**config.mk**
```make
export PLATFORM = sky130hd
export DESIGN_NAME = clk_divider_prog
export DESIGN_NICKNAME = d
export VERILOG_FILES = /design/src/rtl/clk_divider_prog.sv
export SDC_FILE = /design/constraint.sdc
export NUM_CORES = 1
export LEC_CHECK = 0
export CORE_UTILIZATION = 39
export CTS_CLUSTER_DIAMETER = 40
export DETAILED_ROUTE_END_ITERATION = 16
export HOLD_SLACK_MARGIN = 0.06
export PLACE_DENSITY = 0.65
export SYNTH_ARGS = -nofsm -noshare
export SYNTH_HDL_FRONTEND = slang
export SYNTH_SLANG_ARGS = --single-unit
```
**constraint.sdc**
```tcl
create_clock -name clk_in -period 7.3 [get_ports clk_in]
set_input_delay 1.46 -clock clk_in [delete_from_list [all_inputs] [get_ports clk_in]]
set_output_delay 1.46 -clock clk_in [all_outputs]
set_load 0.01 [all_outputs]
```
**src/rtl/clk_divider_prog.sv**
```systemverilog
// Programmable integer clock divider with 50%-duty output, boundary-aligned ratio changes and clean stop.
// Define CLKDIV_NEGEDGE_EN to add the falling-edge flop that gives exact 50% duty on odd ratios.
module clk_divider_prog #(
  parameter int DIV_W       = 8,
  parameter int DEFAULT_DIV = 5
) (
  input  logic             clk_in,
  input  logic             rst_n,
  input  logic             en,
  input  logic             div_load,
  input  logic [DIV_W-1:0] div_ratio,
  output logic             clk_out,
  output logic             period_tick,
  output logic [DIV_W-1:0] div_active,
  output logic             cfg_pending,
  output logic             cfg_err,
  output logic             running
);

  typedef enum logic [1:0] {IDLE = 2'd0, RUN = 2'd1, STOP = 2'd2} state_e;

  state_e           state_q, state_d;
  logic             start_q, start_d;
  logic [DIV_W-1:0] cnt_q, cnt_d;
  logic             pos_q, pos_d;
  logic             tick_q, tick_d;
  logic [DIV_W-1:0] act_q, act_d;
  logic [DIV_W-1:0] pend_q, pend_d;
  logic             pend_v_q, pend_v_d;
  logic             err_q, err_d;

  logic wrap, pstart, counting, apply, load_ok;

  // start_q marks the single cycle between IDLE->RUN entry and the first period start
  assign wrap = (cnt_q == act_q - DIV_W'(1));

  always_ff @(posedge clk_in or negedge rst_n) begin
    if (!rst_n) begin
      state_q <= IDLE;
      start_q <= 1'b0;
    end else begin
      state_q <= state_d;
      start_q <= start_d;
    end
  end

  always_comb begin
    state_d = state_q;
    start_d = 1'b0;
    pstart  = 1'b0;
    case (state_q)
      IDLE: if (en) begin
        state_d = RUN;
        start_d = 1'b1;
      end
      RUN: begin
        if (start_q || wrap) begin
          if (en) pstart  = 1'b1;
          else    state_d = IDLE;
        end else if (!en) begin
          state_d = STOP;
        end
      end
      STOP: if (wrap) begin
        if (en) begin
          pstart  = 1'b1;
          state_d = RUN;
        end else begin
          state_d = IDLE;
        end
      end
      default: state_d = IDLE;
    endcase
  end

  always_comb begin
    running  = (state_q != IDLE);
    counting = (state_q == STOP) || (state_q == RUN && !start_q);
  end

  always_comb begin
    load_ok  = div_load && (div_ratio >= DIV_W'(2));
    apply    = pend_v_q && (pstart || (state_q == IDLE && en));
    act_d    = apply ? pend_q : act_q;
    pend_d   = load_ok ? div_ratio : pend_q;
    pend_v_d = load_ok ? 1'b1 : (apply ? 1'b0 : pend_v_q);
    err_d    = div_load && !load_ok;
    tick_d   = pstart;
    cnt_d    = (counting && !wrap) ? cnt_q + DIV_W'(1) : '0;
    // high phase uses the ratio of the period being entered
    pos_d    = (pstart || (counting && !wrap)) && (cnt_d < (act_d >> 1));
  end

  always_ff @(posedge clk_in or negedge rst_n) begin
    if (!rst_n) begin
      cnt_q    <= '0;
      pos_q    <= 1'b0;
      tick_q   <= 1'b0;
      act_q    <= DIV_W'(DEFAULT_DIV);
      pend_q   <= DIV_W'(DEFAULT_DIV);
      pend_v_q <= 1'b0;
      err_q    <= 1'b0;
    end else begin
      cnt_q    <= cnt_d;
      pos_q    <= pos_d;
      tick_q   <= tick_d;
      act_q    <= act_d;
      pend_q   <= pend_d;
      pend_v_q <= pend_v_d;
      err_q    <= err_d;
    end
  end

`ifdef CLKDIV_NEGEDGE_EN
  logic neg_q, neg_d;
  assign neg_d = pos_q;

  always_ff @(negedge clk_in or negedge rst_n) begin
    if (!rst_n) neg_q <= 1'b0;
    else        neg_q <= neg_d;
  end

  // odd ratios stretch the high phase by half a reference cycle
  assign clk_out = act_q[0] ? (pos_q | neg_q) : pos_q;
`else
  assign clk_out = pos_q;
`endif

  assign period_tick = tick_q;
  assign div_active  = act_q;
  assign cfg_pending = pend_v_q;
  assign cfg_err     = err_q;

endmodule

```
==> run_results.csv <==
group,metric,value,unit
run_status,outcome,"complete, no violations",
detailed_routing,ant_nets,0,
detailed_routing,post_route_drc_violation_count,0,
cts,numClockSinks,31,
placed_design,postPlaceCellArea,0.00221,mm^2
timing,slew_viol_final,0,
cells_and_area,area_delta_synth_final,21.1,%
cells_and_area,commonest_cells_after_routing_fill_and_taps_aside,"sky130_fd_sc_hd__dfrtp_1 (27), sky130_fd_sc_hd__nand2_1 (25), sky130_fd_sc_hd__clkdlybuf4s50_1 (24)",
global_routing,maximum_number_of_pins_on_one_net_before_global_route_repair,32,
cts,htree_levels,2,
timing,worst_slack,3480,ps
cts,clockBufferDepth,2,
detailed_routing,drtPass1Iterations,4,
timing,setup_tns,0,ps
timing,timing.clock.skew,2.38,ps
run,cap_viol_max_count,0,
cts,worst_setup_hold_path_clk_slew,60,ps
global_routing,global_route_usage_over_all_layers,16.0,%
cells_and_area,layout_commonest_cell,"sky130_fd_sc_hd__dfrtp_1",
placed_design,worst_case_setup_slack_after_placement,3380,ps
floorplan,initial_util,40.5,%
pwr,power_density,377,mW/mm^2
timing,report.final.setup_viol,0,
synth,yosysTopAreaCell,"sky130_fd_sc_hd__dfrtp_1",
timing,worst_slew_pin_slew,544,ps
setup_path,crit_chain,"inv_1 > ha_1 > nor2b_1 > a21boi_0 > o21a_1 > o211ai_4 > o21bai_4 > o21ai_4 > mux2i_1 > ha_1 > o21a_1 > o2111ai_1 > or2_2 > nor2_1 > o211a_1 > nor4_1",
timing,hold_violations,0,
setup_path,timing.reg2reg.setup_slack,3480,ps
pwr,power.static_leakage,1.07,nW
global_routing,first_global_vias,1350,
timing,final_min_period_over_clock_period,52.4,%
synth,ys.warnings.count,0,
cells_and_area,fin_nets,238,
placed_design,gpl.final_weighted_congestion,0.813,
setup_path,worstPathArrival,4000,ps
cells_and_area,stdcell_area,0.00231,mm^2
synth,postSynthAreaPerCell,10.3,um^2
cells_and_area,antenna_diode_instance_count,0,
global_routing,grt_antenna_before_repair,0,
synth,postSynth.asyncResetShare,100,%
synth,synth_enable_flop_cells,0,
synth,syn_area,0.00191,mm^2
detailed_routing,dr_total_vias,1420,
synth,postSynth.topFlopCell,"sky130_fd_sc_hd__dfrtp_1",
setup_path,reg2reg_path_depth,16,
global_routing,global_route_wire_length_before_repair,6.22,mm
synth,synth_area_leaders,"sky130_fd_sc_hd__dfrtp_1 (35%), sky130_fd_sc_hd__ha_1 (7.9%), sky130_fd_sc_hd__dfstp_2 (5.5%)",
setup_path,critical_path.max_fanout,14,
floorplan,die_width,72.0,um
pwr,power.ir.vdd_worst,0.189,mV
detailed_routing,wl_per_cell,12.9,um
setup_path,crit_path_top_delay_cell,"sky130_fd_sc_hd__dfstp_2",
synth,post_synth_inst_count,185,
placed_design,numPortBuffers,24,
cts,postCtsSetupBuffers,0,
placed_design,hpwl,2.80,mm
global_routing,grt_overflow,0,
cts,hold_fix_buffer_count_after_cts,0,
cts,root_cell_of_the_clock_tree,"sky130_fd_sc_hd__clkbuf_8",
detailed_routing,drt_first_iter_violations,27,
timing,rsz0062_at_grt,"false",
cells_and_area,finalCoreUtilization,49.0,%
floorplan,die-height,72.0,um
floorplan,std_cell_rows,25,
synth,syn_nets,209,
setup_path,timing.rr.start,"div_active[0]",
synth,synth_sequential_area_ratio,40.9,%
floorplan,floorplan.core_area,0.00472,mm^2
setup_path,worstSetupStartpointType,"flop",
synth,synth_top_area_share,35.4,%
timing,max_clock_freq,262,MHz
setup_path,crit_startpoint,"div_active[0]",
timing,finalWorstPathRequiredPeriod,3820,ps
setup_path,critical-path-max-stage-delay,610,ps
cts,post_cts_resize_count,0,
cells_and_area,drive_gt1_share,14.9,%
setup_path,cp_data_required_time,7480,ps
cts,clock_tree_from_tritoncts,"built",
setup_path,setup.worst_path.end_class,"flop",
detailed_routing,route.final.wire_length,3.62,mm
cts,cts_buffers,5,
setup_path,timing.setup.critical_path_class,"flop to flop",
synth,synth-seq-cells,31,
setup_path,worst_setup_ep,"clk_out",
floorplan,top_level_ports,25,
hold_path,min_path_type,"flop to flop",
setup_path,r2r-end,"clk_out",
cells_and_area,fill_cells,467,
detailed_routing,avgViaCountPerCell,5.04,
timing,slew-limit-headroom,63.6,%
cts,clk-insertion-delay-late,280,ps
synth,netlist_cell_types,44,
floorplan,dieArea,0.00518,mm^2
## worst min path at each step
stage | cells past startpoint | start | to
finish | 2 | pend_q[7] | pend_q[7]
global route | 2 | pend_q[4] | pend_q[4]
CTS | 2 | pend_q[7] | pend_q[7]
detailed placement | 2 | pend_q[7] | pend_q[7]
global placement | 2 | pend_q[7] | pend_q[7]
floorplan | 2 | pend_q[4] | pend_q[4]
## critical path, delay by kind of cell (launching register included)
kind | cells | cell delay [ps]
flops | 1 | 610
mux | 1 | 250
compound gates | 8 | 1700
buf+inv | 1 | 60
simple gates | 4 | 580
fa+ha+maj | 2 | 510
## cells in the mapped netlist, types with 3 or more instances
| cell type | n |
|---|---|
| sky130_fd_sc_hd__dfrtp_1 | 27 |
| sky130_fd_sc_hd__nor2_1 | 14 |
| sky130_fd_sc_hd__nor4_1 | 3 |
| sky130_fd_sc_hd__nand3_1 | 5 |
| sky130_fd_sc_hd__and2_1 | 3 |
| sky130_fd_sc_hd__inv_1 | 10 |
| sky130_fd_sc_hd__mux2_4 | 4 |
| sky130_fd_sc_hd__ha_1 | 12 |
| sky130_fd_sc_hd__dfstp_2 | 4 |
| sky130_fd_sc_hd__xnor2_1 | 8 |
| sky130_fd_sc_hd__nor3_1 | 5 |
| sky130_fd_sc_hd__nand2_1 | 25 |
| sky130_fd_sc_hd__mux2_2 | 6 |
| sky130_fd_sc_hd__a21oi_1 | 4 |
| sky130_fd_sc_hd__xor2_1 | 6 |
| sky130_fd_sc_hd__nor2b_1 | 7 |
| sky130_fd_sc_hd__or2_2 | 3 |
| sky130_fd_sc_hd__mux2i_1 | 7 |
## cell type report
class	instances	area, um^2	area share (%)
multi-input combinational	141	1060	46.0
tap	67	83.8	3.62
inverter	10	37.5	1.62
timing repair buffer	25	248	10.7
clock buffer	8	100	4.33
sequential	31	781	33.7
## power by group
group / internal [mW] / total (mW) / switching (mW)
sequential: 0.221 / 0.287 / 0.0661
clock: 0.0858 / 0.144 / 0.0578
combinational: 0.226 / 0.442 / 0.216
total: 0.532 / 0.873 / 0.340
## layer usage
metal	GRT usage, %	up-vias	wire length, um
met3	3.75	6	130
li1	-	709	-
met2	25.5	24	1640
met1	21.2	681	1790
met4	6.54	0	66
met5	0	-	0
## stage by stage
step           std cells  hold WS (ps)  total power [mW]
6_report             282           500             0.873
2_1_floorplan        185           463             0.604
5_1_grt              282           544             0.947
3_3_place_gp         274           486             0.733
3_5_place_dp         274           494             0.735
4_1_cts              282           510             0.882
## cell families after synthesis
kind of cell,Yosys count,share of synthesized area (%)
flip-flops,31,40.9
AO/OA/AOI/OAI,27,13.2
AND/OR/NAND/NOR,71,17.9
adder cells (fa/ha/maj),12,7.86
multiplexers,17,10.3
buffers and inverters,13,3.47
XOR/XNOR,14,6.42
## registers in the layout, summed over array words and instances (netlist names)
signal,cells
cfg_err,1
cfg_pending,1
clk_out,1
cnt_q,8
div_active,8
pend_q,8
period_tick,1
start_q,1
state_q,2
Note: power is estimated with default switching activity, not from simulation.
